File: src/rtl/quantum_scheduler_pkg.sv
// Shared types and constants for the round-robin time-slice scheduler.
package quantum_scheduler_pkg;

    localparam int PC_W                    = 32;
    localparam int DEFAULT_QUANTUM_RESET   = 64;

    // Controller states; RUN is the only state in which the core may advance.
    typedef enum logic [2:0] {
        IDLE   = 3'd0,
        RUN    = 3'd1,
        SAVE   = 3'd2,
        SELECT = 3'd3,
        LOAD   = 3'd4
    } state_t;

endpackage

File: src/rtl/quantum_scheduler_rr_pick.sv
// Combinational round-robin finder: first active slot after cur_prog,
// wrapping around, with cur_prog itself considered last.
module quantum_scheduler_rr_pick #(
    parameter int NUM_PROGS = 4,
    localparam int ID_W     = $clog2(NUM_PROGS)
) (
    input  logic [NUM_PROGS-1:0] active,
    input  logic [ID_W-1:0]      cur_prog,
    output logic [ID_W-1:0]      next_id,
    output logic                 found
);

    logic [ID_W-1:0] idx;

    // Scan cur_prog+1 .. cur_prog+NUM_PROGS; the modulo wrap comes free
    // from the power-of-two slot count.
    always_comb begin
        next_id = '0;
        found   = 1'b0;
        idx     = '0;
        for (int i = 1; i <= NUM_PROGS; i++) begin
            idx = cur_prog + ID_W'(i);
            if (!found && active[idx]) begin
                found   = 1'b1;
                next_id = idx;
            end
        end
    end

endmodule

File: src/rtl/quantum_scheduler.sv
// Round-robin time-slice scheduler: keeps a saved-PC table per program slot,
// preempts the running slot on quantum expiry or program end, and drives
// the PC load for the next active slot.
//
// Handshake: none of the inputs are flow-controlled. instr_done,
// end_program, start_prog and def_quantum are single-cycle strobes sampled
// on every rising edge; load_pc is a one-cycle strobe that the PC must
// accept unconditionally, with pc_out valid only while load_pc is high.
module quantum_scheduler
    import quantum_scheduler_pkg::*;
#(
    parameter int NUM_PROGS       = 4,
    parameter int QUANTUM_W       = 16,
    parameter int DEFAULT_QUANTUM = DEFAULT_QUANTUM_RESET,
    localparam int ID_W           = $clog2(NUM_PROGS)
) (
    input  logic                 clock,
    input  logic                 reset,
    input  logic                 instr_done,
    input  logic                 def_quantum,
    input  logic [QUANTUM_W-1:0] quantum_in,
    input  logic                 start_prog,
    input  logic [ID_W-1:0]      start_id,
    input  logic [PC_W-1:0]      start_pc,
    input  logic                 end_program,
    input  logic [PC_W-1:0]      pc_in,
    output logic                 stall,
    output logic                 load_pc,
    output logic [PC_W-1:0]      pc_out,
    output logic [ID_W-1:0]      cur_prog,
    output logic                 running,
    output state_t               state_dbg
);

    state_t                state;
    logic [NUM_PROGS-1:0]  active;
    logic [PC_W-1:0]       pc_tab [NUM_PROGS];
    logic [QUANTUM_W-1:0]  quantum_reg;
    logic [QUANTUM_W-1:0]  count;
    logic [ID_W-1:0]       next_id;
    logic [ID_W-1:0]       pick_id;
    logic                  pick_found;

    quantum_scheduler_rr_pick #(
        .NUM_PROGS (NUM_PROGS)
    ) u_rr_pick (
        .active   (active),
        .cur_prog (cur_prog),
        .next_id  (pick_id),
        .found    (pick_found)
    );

    assign stall     = (state != RUN);
    assign running   = (state == RUN);
    assign state_dbg = state;

    // Context table: a start_prog write overrides a SAVE write to the same slot.
    // Contents are don't-care after reset, so the table carries no reset.
    always_ff @(posedge clock) begin
        if (start_prog) begin
            pc_tab[start_id] <= start_pc;
        end else if (state == SAVE) begin
            pc_tab[cur_prog] <= pc_in;
        end
    end

    // Scheduler FSM with registered load strobe, PC, slot and quantum state.
    always_ff @(posedge clock) begin
        if (reset) begin
            state       <= IDLE;
            cur_prog    <= '0;
            next_id     <= '0;
            active      <= '0;
            count       <= '0;
            quantum_reg <= QUANTUM_W'(DEFAULT_QUANTUM);
            load_pc     <= 1'b0;
            pc_out      <= '0;
        end else begin
            load_pc <= 1'b0;

            // A zero quantum would never expire, so it is rejected outright.
            if (def_quantum && (quantum_in != '0)) begin
                quantum_reg <= quantum_in;
            end

            case (state)
                IDLE: begin
                    // start_prog is looked at directly so a fresh start
                    // reaches SELECT one cycle later.
                    if ((|active) || start_prog) begin
                        state <= SELECT;
                    end
                end
                RUN: begin
                    if (end_program) begin
                        active[cur_prog] <= 1'b0;
                        state            <= SELECT;
                    end else if (instr_done) begin
                        count <= count - QUANTUM_W'(1);
                        if (count == QUANTUM_W'(1)) begin
                            state <= SAVE;
                        end
                    end
                end
                SAVE: begin
                    state <= SELECT;
                end
                SELECT: begin
                    if (pick_found) begin
                        next_id <= pick_id;
                        load_pc <= 1'b1;
                        // Forward a start_pc landing on the chosen slot this cycle.
                        if (start_prog && (start_id == pick_id)) begin
                            pc_out <= start_pc;
                        end else begin
                            pc_out <= pc_tab[pick_id];
                        end
                        state <= LOAD;
                    end else begin
                        state <= IDLE;
                    end
                end
                LOAD: begin
                    cur_prog <= next_id;
                    count    <= quantum_reg;
                    state    <= RUN;
                end
                default: begin
                    state <= IDLE;
                end
            endcase

            // Placed last so activation wins over an end_program clear.
            if (start_prog) begin
                active[start_id] <= 1'b1;
            end
        end
    end

endmodule

File: config.mk
export PLATFORM = sky130hd
export DESIGN_NAME = quantum_scheduler
export DESIGN_NICKNAME = d
export VERILOG_FILES = /design/src/rtl/quantum_scheduler_pkg.sv /design/src/rtl/quantum_scheduler_rr_pick.sv /design/src/rtl/quantum_scheduler.sv
export SDC_FILE = /design/constraint.sdc
export NUM_CORES = 1
export LEC_CHECK = 0
export ABC_AREA = 1
export CAP_MARGIN = 20
export CORE_MARGIN = 5
export CORE_UTILIZATION = 25
export DETAILED_ROUTE_END_ITERATION = 7
export SYNTH_ARGS = -nofsm -noshare
export SYNTH_HDL_FRONTEND = slang
export SYNTH_SLANG_ARGS = --single-unit
File: constraint.sdc
create_clock -name clock -period 2.5 [get_ports clock]
set_input_delay 0.25 -clock clock [delete_from_list [all_inputs] [get_ports clock]]
set_output_delay 0.25 -clock clock [all_outputs]
set_load 0.05 [all_outputs]
Word-level counts from Yosys, hierarchy flattened:

Memories as Yosys holds them, arrays and structs flattened. A register that Yosys moved wholly into a read port is not among the register bits.
Cells that the tools add are included.

* bits of input ports: 88
* memories: 1
* bits in registers: 44
* logic and storage cells: 95
* memory bits (writable): 128

* add/subtract/negate cells: 4
* order comparisons: 7
* equality and inequality tests: 11
* mux-type cells: 42
* bitwise operators: 4
* reduce and logical (&&, ||, !) cells: 19

Memories
* pc_tab: words 4, bits a word 32, read ports 1, clocked after memory_dff 1, write ports 1, RTL line quantum_scheduler.sv:37 `logic [PC_W-1:0] pc_tab [NUM_PROGS];`

Operators by type and width (count)
* two-way mux 16 bit: 2
* two-way mux 32 bit: 1
* case mux 16 bit (2 select lines): 1
* OR reduction 32 bit: 1
* two-way mux 1 bit: 17
* equality test 16 x 1 -> 1 bit, second input constant: 1
* two-way mux 4 bit: 4
* nonzero test 16 bit: 1
* subtractor 16 x 1 -> 16 bit, second input constant: 1
* less-than comparator 2 x 3 -> 1 bit, second input constant: 5
* two-way mux 3 bit: 5
* case mux 3 bit (5 select lines): 1
* two-way mux 2 bit: 5
* binary-select mux 1 bit (select 2 bit): 4
* equality test 3 x 2 -> 1 bit, second input constant: 2
* logical AND 1 bit: 6
* inequality test 2 bit, second input constant: 3
* AND reduction 3 bit: 2
* adder 2 bit, second input constant: 2
* AND 4 bit: 1
* demux 1 bit (select 2 bit): 2
* >= comparator 2 x 1 -> 1 bit, second input constant: 2
* inverter 4 bit: 1
* OR 4 bit: 1
* other kinds (14): 16

Longest topological paths before layout:

Gate-level depths: netlist of the first run.

* word-level depth: 15
* depth in mapped cells: 19
* gate-level depth less buffers: 16

Hierarchy:

A second synthesis of the first run with hierarchy kept.

* cell total of the unflattened synthesis: 1084
* area, all modules: 9451.6 µm²

Modules (own cells, without submodules)
* quantum_scheduler: sequential area each 5365.1 µm², instances 1, cells each 1032, area an instance 9180.1 µm²
* quantum_scheduler_rr_pick: sequential area each 0.0 µm², instances 1, cells each 52, area an instance 271.5 µm²

Worst setup path after synthesis of the first run:

OpenSTA, ideal clock, no wires.

* path kind: reg-to-reg
* from: reg state[1], in the netlist state_dbg[1]
* to: mem pc_tab[0][0] (enable)
* arrival time: 2.737 ns
* library setup time: 0.421 ns
* buffers on the path: 0
* required time: 2.079 ns
* slack: -0.659 ns
* cell stages (with the launch flop): 5
* path through: dfxtp_1 nand3_2 o21ai_0 nand2_1 nor2_1

* word-level cells in the longest chain between the ends: 6

Ends and longest elaborated chain
* start, declared: RTL line quantum_scheduler.sv:35 `state_t state;`
* start signal, assigned: RTL line quantum_scheduler.sv:70 `state <= IDLE;`
* start signal, assigned: RTL line quantum_scheduler.sv:91 `state <= SELECT;`
* start signal, assigned: RTL line quantum_scheduler.sv:97 `state <= SELECT;`
* equality test 3 x 2 -> 1 bit *: RTL line quantum_scheduler.sv:62 `end else if (state == SAVE) begin`
* two-way mux 1 bit *: RTL line quantum_scheduler.sv:62
* two-way mux 1 bit *: RTL line quantum_scheduler.sv:60 `if (start_prog) begin`
* two-way mux 1 bit (implied by the code) *: RTL line quantum_scheduler.sv:63 `pc_tab[cur_prog] <= pc_in;`
* OR reduction 32 bit (no line)
* two-way mux 2 bit (no line) / two-way mux 1 bit (equally long branches)
* end, declared: RTL line quantum_scheduler.sv:37

Mark *: on every way between the ends. The rest lies on a longest branch, timed or not.

Final worst setup path of the first run:

* from: reg state[0], in the netlist state_dbg[0]
* to: out stall

* word-level cells in the longest chain between the ends: 1

Ends and longest elaborated chain
* inequality test 3 x 1 -> 1 bit: RTL line quantum_scheduler.sv:53 `assign stall = (state != RUN);`
* end, declared: RTL line quantum_scheduler.sv:27 `output logic stall,`

Every way passes these cells.

==> flow_summary_export.csv, run 1 <==
group,metric,value,unit
worst_setup_path,cp_max_fo,7,
worst_setup_path,ff2ff_path_depth,17,
global_routing,grt_start_max_net_pins,53,
yosys,yosys_warnings,0,
finish,reg.largest.list,"pc_tab: 128 flops, pc_out: 32 flops",
floorplan,start_util,0.253,
worst_setup_path,critPathArrivalTime,2.14,ns
worst_setup_path,cp_slowest_cell,"clkdlybuf4s50_1",
place,hpwl,17500,um
worst_setup_path,crit_family,"buffers and inverters",
power,pwr-share-seq,0.426,
finish,diodes,0,
yosys,syn-num-nets,1274,
floorplan,die_y,210,um
outcome,status,"finished clean",
routing,drtPass1Iterations,5,
worst_setup_path,r2r-start,"cur_prog[1]$_SDFFE_PP0P_",
finish,largest-register,"pc_tab",
yosys,ys_types,40,
clocking,cts_inserted_buffers,21,
finish,num-nets-final,1399,
yosys,syn_area,10000,um2
timing,hold_viol,0,
floorplan,io_pins,128,
power,pwr-share-clk,0.339,
power,p_leak,5.51,nW
worst_hold_path,min_path_type,"primary input to flop",
yosys,yosysMostFrequentCell,"nand2_1",
yosys,async_reset_ff_frac,0,
global_routing,grt_pass1_wl,41600,um
worst_setup_path,crit_path_end_kind,"output port",
finish,area_delta_synth_final,27.4,%
worst_setup_path,crit_type,"flop to output port",
timing,final.period_utilization,0.957,
routing,drt_iter0_drc,486,
power,combPwrFrac,0.235,
floorplan,dieArea,44300,um2
routing,drc,0,
clocking,postCtsHoldBufs,0,
worst_setup_path,path_cells,"inv_1, nor3_4, inv_2, clkdlybuf4s50_1",
timing,max_freq,418,MHz
clocking,path_clk_slew,0.06,ns
global_routing,grt_overflow,0,
yosys,syn_inst,1180,
yosys,synth_top_area_frac,0.383,
floorplan,rows,73,
yosys,ys_ff_latch,204,
yosys,synth-seq-area-share,0.535,
clocking,cts_tree,"done",
power,vdd_drop_max,0.338,mV
worst_setup_path,critPathBufInv,3,
flow_run,maxCapViolCount,0,
yosys,synth_top_area_cell,"edfxtp_1",
power,p_per_area,737,nW/um2
clocking,htreeDepth,1,
timing,setup_viol,0,
finish,fill_cells,4119,
routing,vias,8192,
routing,avgRoutedWirePerCell,14.2,um
yosys,avgSynthCellArea,8.50,um2
timing,relSlewSlack,0.544,
routing,postRouteAntennaNets,0,
worst_hold_path,whs_endpoint,"state_dbg[0]$_SDFFE_PP0P_",
worst_setup_path,r2r_end,"pc_out[8]$_SDFFE_PP0P_",
power,power,9.42,mW
worst_hold_path,hold_depth,4,
worst_hold_path,hp-start,"reset",
timing,final.setup_skew,0.0180,ns
worst_setup_path,cp.required,2.25,ns
clocking,cts_sinks,204,
timing,slew_viol_final,0,
timing,worst_pin_slew,0.684,ns
routing,drt_wl_total,26300,um
global_routing,grt_usage,0.114,
place,port_buffers,127,
finish,final_core_util,0.322,
global_routing,first_global_vias,7771,
worst_setup_path,r2r_setup_slack,0.21,ns
worst_setup_path,slowest_delay,0.72,ns
worst_setup_path,critPathLaunchType,"flop",
yosys,yosys-top-cells-area,"edfxtp_1, dfxtp_1, nand3_1, nand2_1, inv_1",
global_routing,antenna_found_initial,0,
floorplan,coreArea,39700,um2
routing,via_per_inst,4.44,
power,switchingPower,2.77,mW
clocking,clockBufferDepth,3,
clocking,cts-root-buf,"clkbuf_16",
finish,largest_reg_flops,128,
timing,rsz0062_at_grt,"yes",
power,intPower,6.66,mW
clocking,insertion_delay,0.50,ns
floorplan,die_width,210,um
finish,drive_gt1_frac,0.103,
yosys,synth_edf_count,128,
yosys,netlist_top_cells_count,"nand2_1, inv_1, nand3_1, edfxtp_1, nor2_1",
clocking,cts_setup_buffers,0,
power,swShare,0.294,
yosys,synth-main-ff-cell,"edfxtp_1",
place,gp_congestion,0.854,
timing,post-route-min-period,2.39,ns
[repair_timing]
action | 4_1_cts | 5_1_grt
setup endpoints to repair | 0 | 33
resized for setup | 0 | 5
endpoints found under the hold margin | 0 | 0
[metal layers]
metal / GRT usage / share of wire / vias up
li1: - / - / 4106
met1: 0.160 / 0.47 / 3802
met2: 0.183 / 0.44 / 245
met3: 0.0231 / 0.065 / 39
met4: 0.0275 / 0.023 / 0
met5: 0 / 0 / -
[cells by family (layout without fill, tap and decap cells)]
kind of cell               Yosys count  count (layout)  synth area share
AOI/OAI and AO/OA                   89              89            0.0489
xor gates and xnor gates             5               5           0.00436
adders and majority gates            6               6           0.00748
buffers and inverters              265             404             0.111
DFF                                204             204             0.535
muxes                               32              32            0.0359
and+or+nand+nor                    579             579             0.258
[cells in the final DEF, fill, tap and decap left out, types with 28 or more instances in the layout]
| master | n |
|---|---|
| nand2_1 | 223 |
| inv_1 | 190 |
| nand3_1 | 186 |
| edfxtp_1 | 128 |
| clkdlybuf4s50_1 | 125 |
| nor2_1 | 106 |
| dfxtp_1 | 74 |
| o21ai_0 | 37 |
| a21oi_1 | 35 |
| nand4_1 | 35 |
| mux2_2 | 32 |
| buf_4 | 28 |
[metrics by stage]
stage	setup TNS (ns)	cell area, um2	instances	worst slack [ns]	hold WS, ns
after floorplan	-18.54	10000	1180	-0.165	0.380
after global placement	0	12100	1807	0.238	0.449
after detailed placement	0	12100	1807	0.161	0.453
after CTS	0	12800	1844	0.0418	0.342
after global routing	-0.000617	12800	1844	-0.000617	0.401
final	0	12800	1844	0.108	0.359
[worst max-delay path by stage]
stage | startpoint | endpoint | slack [ns] | depth (start not counted)
after floorplan | state_dbg[1]$_SDFFE_PP0P_ | pc_tab[0][0]$_DFFE_PP_ | -0.16 | 4
after global placement | cur_prog[0]$_SDFFE_PP0P_ | pc_out[13]$_SDFFE_PP0P_ | 0.24 | 16
after detailed placement | cur_prog[0]$_SDFFE_PP0P_ | pc_out[7]$_SDFFE_PP0P_ | 0.16 | 16
after CTS | state_dbg[0]$_SDFFE_PP0P_ | running | 0.04 | 3
after global routing | cur_prog[1]$_SDFFE_PP0P_ | pc_out[2]$_SDFFE_PP0P_ | -0.0006 | 17
final | state_dbg[0]$_SDFFE_PP0P_ | stall | 0.11 | 4
[layout make-up]
class | count | area [um2] | share of cell area
well taps | 525 | 657 | 0.0514
repair buffers | 167 | 1700 | 0.133
inverters | 200 | 753 | 0.0589
clock buffers | 31 | 626 | 0.0489
multi-input cells | 711 | 3610 | 0.282
flip-flops and latches | 204 | 5370 | 0.420
clock inverters | 6 | 81.3 | 0.00636
[power by group through the flow]
stage | clock [mW] | sequential, mW | combinational (mW)
after floorplan | 0 | 4.20 | 1.34
after global placement | 0 | 4.08 | 2.19
after detailed placement | 0 | 4.09 | 2.21
after CTS | 3.29 | 4.02 | 2.22
after global routing | 3.42 | 4.04 | 2.45
final | 3.20 | 4.02 | 2.21
[tightest hold or removal path, stage by stage]
cell	delay (ns)
buf_2	0.09
inv_1	0.28
nand2_1	0.16
inv_1	0.03
Power figures use the tool's default switching activity.
==> run 2, diff against run 1 <==
--- a/config.mk
+++ b/config.mk
@@ -8,8 +8,9 @@
 export ABC_AREA = 1
 export CAP_MARGIN = 20
 export CORE_MARGIN = 5
-export CORE_UTILIZATION = 25
+export CORE_UTILIZATION = 40
 export DETAILED_ROUTE_END_ITERATION = 7
+export SETUP_SLACK_MARGIN = 0.4
 export SYNTH_ARGS = -nofsm -noshare
 export SYNTH_HDL_FRONTEND = slang
 export SYNTH_SLANG_ARGS = --single-unit
==> run 2 against run 1 <==
Effect of this change:
- global-route usage grew 6.4 points
- count of clock-buffer cells in the layout grew 5
- utilization grew 21 points
- sequential share of layout area shrank 1.1 points
- non-clock buffer count grew 25
- combinational power grew 9%
- largest power group unchanged
==> flow_summary_export.csv, run 2 (synthesis gave the netlist of run 1 again) <==
group,metric,value,unit
finish,largest_reg_flops,128,
timing,final.period_utilization,0.869,
worst_setup_path,r2r-start,"cur_prog[0]$_SDFFE_PP0P_",
worst_hold_path,hp-start,"reset",
worst_setup_path,slowest_delay,0.39,ns
floorplan,rows,58,
floorplan,io_pins,128,
clocking,cts_inserted_buffers,22,
worst_setup_path,path_cells,"buf_4, nand2_1, nand3_4, nand2_4, inv_2, nand2_4, nand2_8, buf_12, nand3_2, nand2_4, nand3_4, buf_6, nand2_1, nand3_2, nand2_1, inv_1",
power,vdd_drop_max,0.432,mV
routing,drtPass1Iterations,4,
timing,slew_viol_final,0,
finish,reg.largest.list,"pc_tab: 128 flops, pc_out: 32 flops",
finish,mostFrequentLayoutCell,"nand2_1",
floorplan,dieArea,28400,um2
floorplan,die_y,168,um
clocking,postCtsHoldBufs,0,
finish,largest-register,"pc_tab",
routing,postRouteAntennaNets,0,
worst_setup_path,cp_slowest_cell,"dfxtp_4",
worst_hold_path,min_path_type,"primary input to flop",
worst_setup_path,r2r_setup_slack,0.33,ns
timing,setup_viol,0,
global_routing,grt_usage,0.178,
clocking,htreeDepth,1,
worst_hold_path,hold_depth,2,
power,p_per_area,735,nW/um2
global_routing,grt_overflow,0,
outcome,status,"finished clean",
floorplan,start_util,0.402,
timing,final.setup_skew,0.00657,ns
routing,vias,8316,
clocking,cts-root-buf,"clkbuf_16",
global_routing,grt_pass1_wl,41600,um
worst_setup_path,ff2ff_path_depth,16,
global_routing,grt_start_max_net_pins,69,
clocking,path_clk_slew,0.06,ns
worst_setup_path,critPathLaunchType,"flop",
routing,drt_wl_total,26000,um
worst_setup_path,cp.required,2.91,ns
place,port_buffers,127,
worst_hold_path,whs_endpoint,"count[12]$_SDFFE_PP0P_",
floorplan,die_width,168,um
worst_setup_path,crit_type,"flop to flop",
clocking,clockBufferDepth,3,
routing,drc,0,
worst_setup_path,r2r_end,"pc_out[8]$_SDFFE_PP0P_",
floorplan,coreArea,25000,um2
worst_setup_path,crit_family,"simple AND/OR/NAND/NOR gates",
timing,rsz0062_at_grt,"yes",
worst_setup_path,cp_max_fo,8,
place,hpwl,16500,um
finish,diodes,0,
finish,final_core_util,0.528,
flow_run,maxCapViolCount,0,
finish,layout_common_cells,"nand2_1, inv_1, nand3_1, edfxtp_1, clkdlybuf4s50_1",
power,p_leak,5.75,nW
worst_setup_path,critPathArrivalTime,2.58,ns
clocking,cts_tree,"done",
finish,fill_cells,2326,
clocking,cts_sinks,204,
worst_setup_path,critPathBufInv,5,
timing,hold_viol,0,
timing,relSlewSlack,0.592,
global_routing,first_global_vias,8080,
routing,drt_iter0_drc,654,
timing,worst_pin_slew,0.611,ns
finish,area_delta_synth_final,31.3,%
worst_setup_path,crit_path_end_kind,"flop",
clocking,insertion_delay,0.50,ns
timing,post-route-min-period,2.17,ns
place,gp_congestion,0.842,
finish,drive_gt1_frac,0.142,
routing,via_per_inst,4.96,
timing,finalSetupTns,0,ns
global_routing,antenna_found_initial,0,
timing,max_freq,460,MHz
routing,avgRoutedWirePerCell,15.5,um
finish,num-nets-final,1425,
## run 2: changes by cell type in the layout (fill, tap and decap cells not counted), sizes merged
cell           delta
clkbuf            +6
inv               -1
bufinv            -2
clkinv            +1
clkdlybuf4s50     -3
buf              +25
dlygate4sd2       +3
dlymetal6s2s      -1
## run 2: worst max-delay path by stage
stage	start	endpoint	slack, ns	depth (start not counted)
6_report	cur_prog[0]$_SDFFE_PP0P_	pc_out[8]$_SDFFE_PP0P_	0.33	16
5_1_grt	cur_prog[0]$_SDFFE_PP0P_	pc_out[22]$_SDFFE_PP0P_	0.21	16
4_1_cts	cur_prog[0]$_SDFFE_PP0P_	pc_out[8]$_SDFFE_PP0P_	0.32	17
3_5_place_dp	cur_prog[0]$_SDFFE_PP0P_	pc_out[30]$_SDFFE_PP0P_	0.16	17
3_3_place_gp	cur_prog[0]$_SDFFE_PP0P_	pc_out[10]$_SDFFE_PP0P_	0.20	17
2_1_floorplan	state_dbg[0]$_SDFFE_PP0P_	count[11]$_SDFFE_PP0P_	0.37	8
## run 2: layout make-up
class | count | area, um2 | area share
clock buffer | 36 | 718 | 0.0545
clock inverter | 4 | 20.0 | 0.00152
inverter | 200 | 771 | 0.0585
multi-input combinational | 711 | 3830 | 0.291
sequential | 204 | 5380 | 0.408
tap | 330 | 413 | 0.0313
timing repair buffer | 192 | 2040 | 0.155
## run 2: report_power, final
| group | internal [mW] | switching [mW] | leakage, nW |
|---|---|---|---|
| Combinational | 0.927 | 1.47 | 3.58 |
| Clock | 1.96 | 1.30 | 0.366 |
| Sequential | 3.91 | 0.105 | 1.80 |
| Total | 6.80 | 2.88 | 5.75 |
## run 2: through the flow
stage / hold WS, ns / std cells / setup slack (ns) / power (mW) / cell area (um2)
2_1_floorplan: 0.380 / 1180 / 0.368 / 5.57 / 10200
3_3_place_gp: 0.446 / 1611 / 0.201 / 6.26 / 11900
3_5_place_dp: 0.451 / 1611 / 0.158 / 6.28 / 11900
4_1_cts: 0.217 / 1671 / 0.315 / 9.67 / 13000
5_1_grt: 0.241 / 1677 / 0.207 / 10.1 / 13200
6_report: 0.241 / 1677 / 0.326 / 9.68 / 13200
## run 2: worst register-to-register path, stage by stage (launching register included)
cell     delay (ns)
dfxtp_4        0.39
buf_4          0.17
nand2_1        0.16
nand3_4        0.13
nand2_4        0.07
inv_2          0.09
nand2_4        0.08
nand2_8        0.09
buf_12         0.11
nand3_2        0.08
nand2_4        0.10
nand3_4        0.15
buf_6          0.19
nand2_1        0.08
nand3_2        0.07
nand2_1        0.08
inv_1          0.03
## run 2: metal layers
metal | up-vias | wire, um | GRT usage | part of all wire
met2 | 245 | 12800 | 0.316 | 0.49
li1 | 4165 | - | - | -
met3 | 22 | 1560 | 0.0279 | 0.060
met5 | - | 0 | 0 | 0
met4 | 0 | 244 | 0.0346 | 0.0094
met1 | 3884 | 11400 | 0.233 | 0.44
## run 2: repair_timing
| action | CTS | global route |
|---|---|---|
| gates cloned | 5 | 0 |
| setup buffers | 15 | 6 |
| endpoints found under the setup margin | 36 | 35 |
| resized for setup | 30 | 32 |
| pin swaps | 5 | 19 |
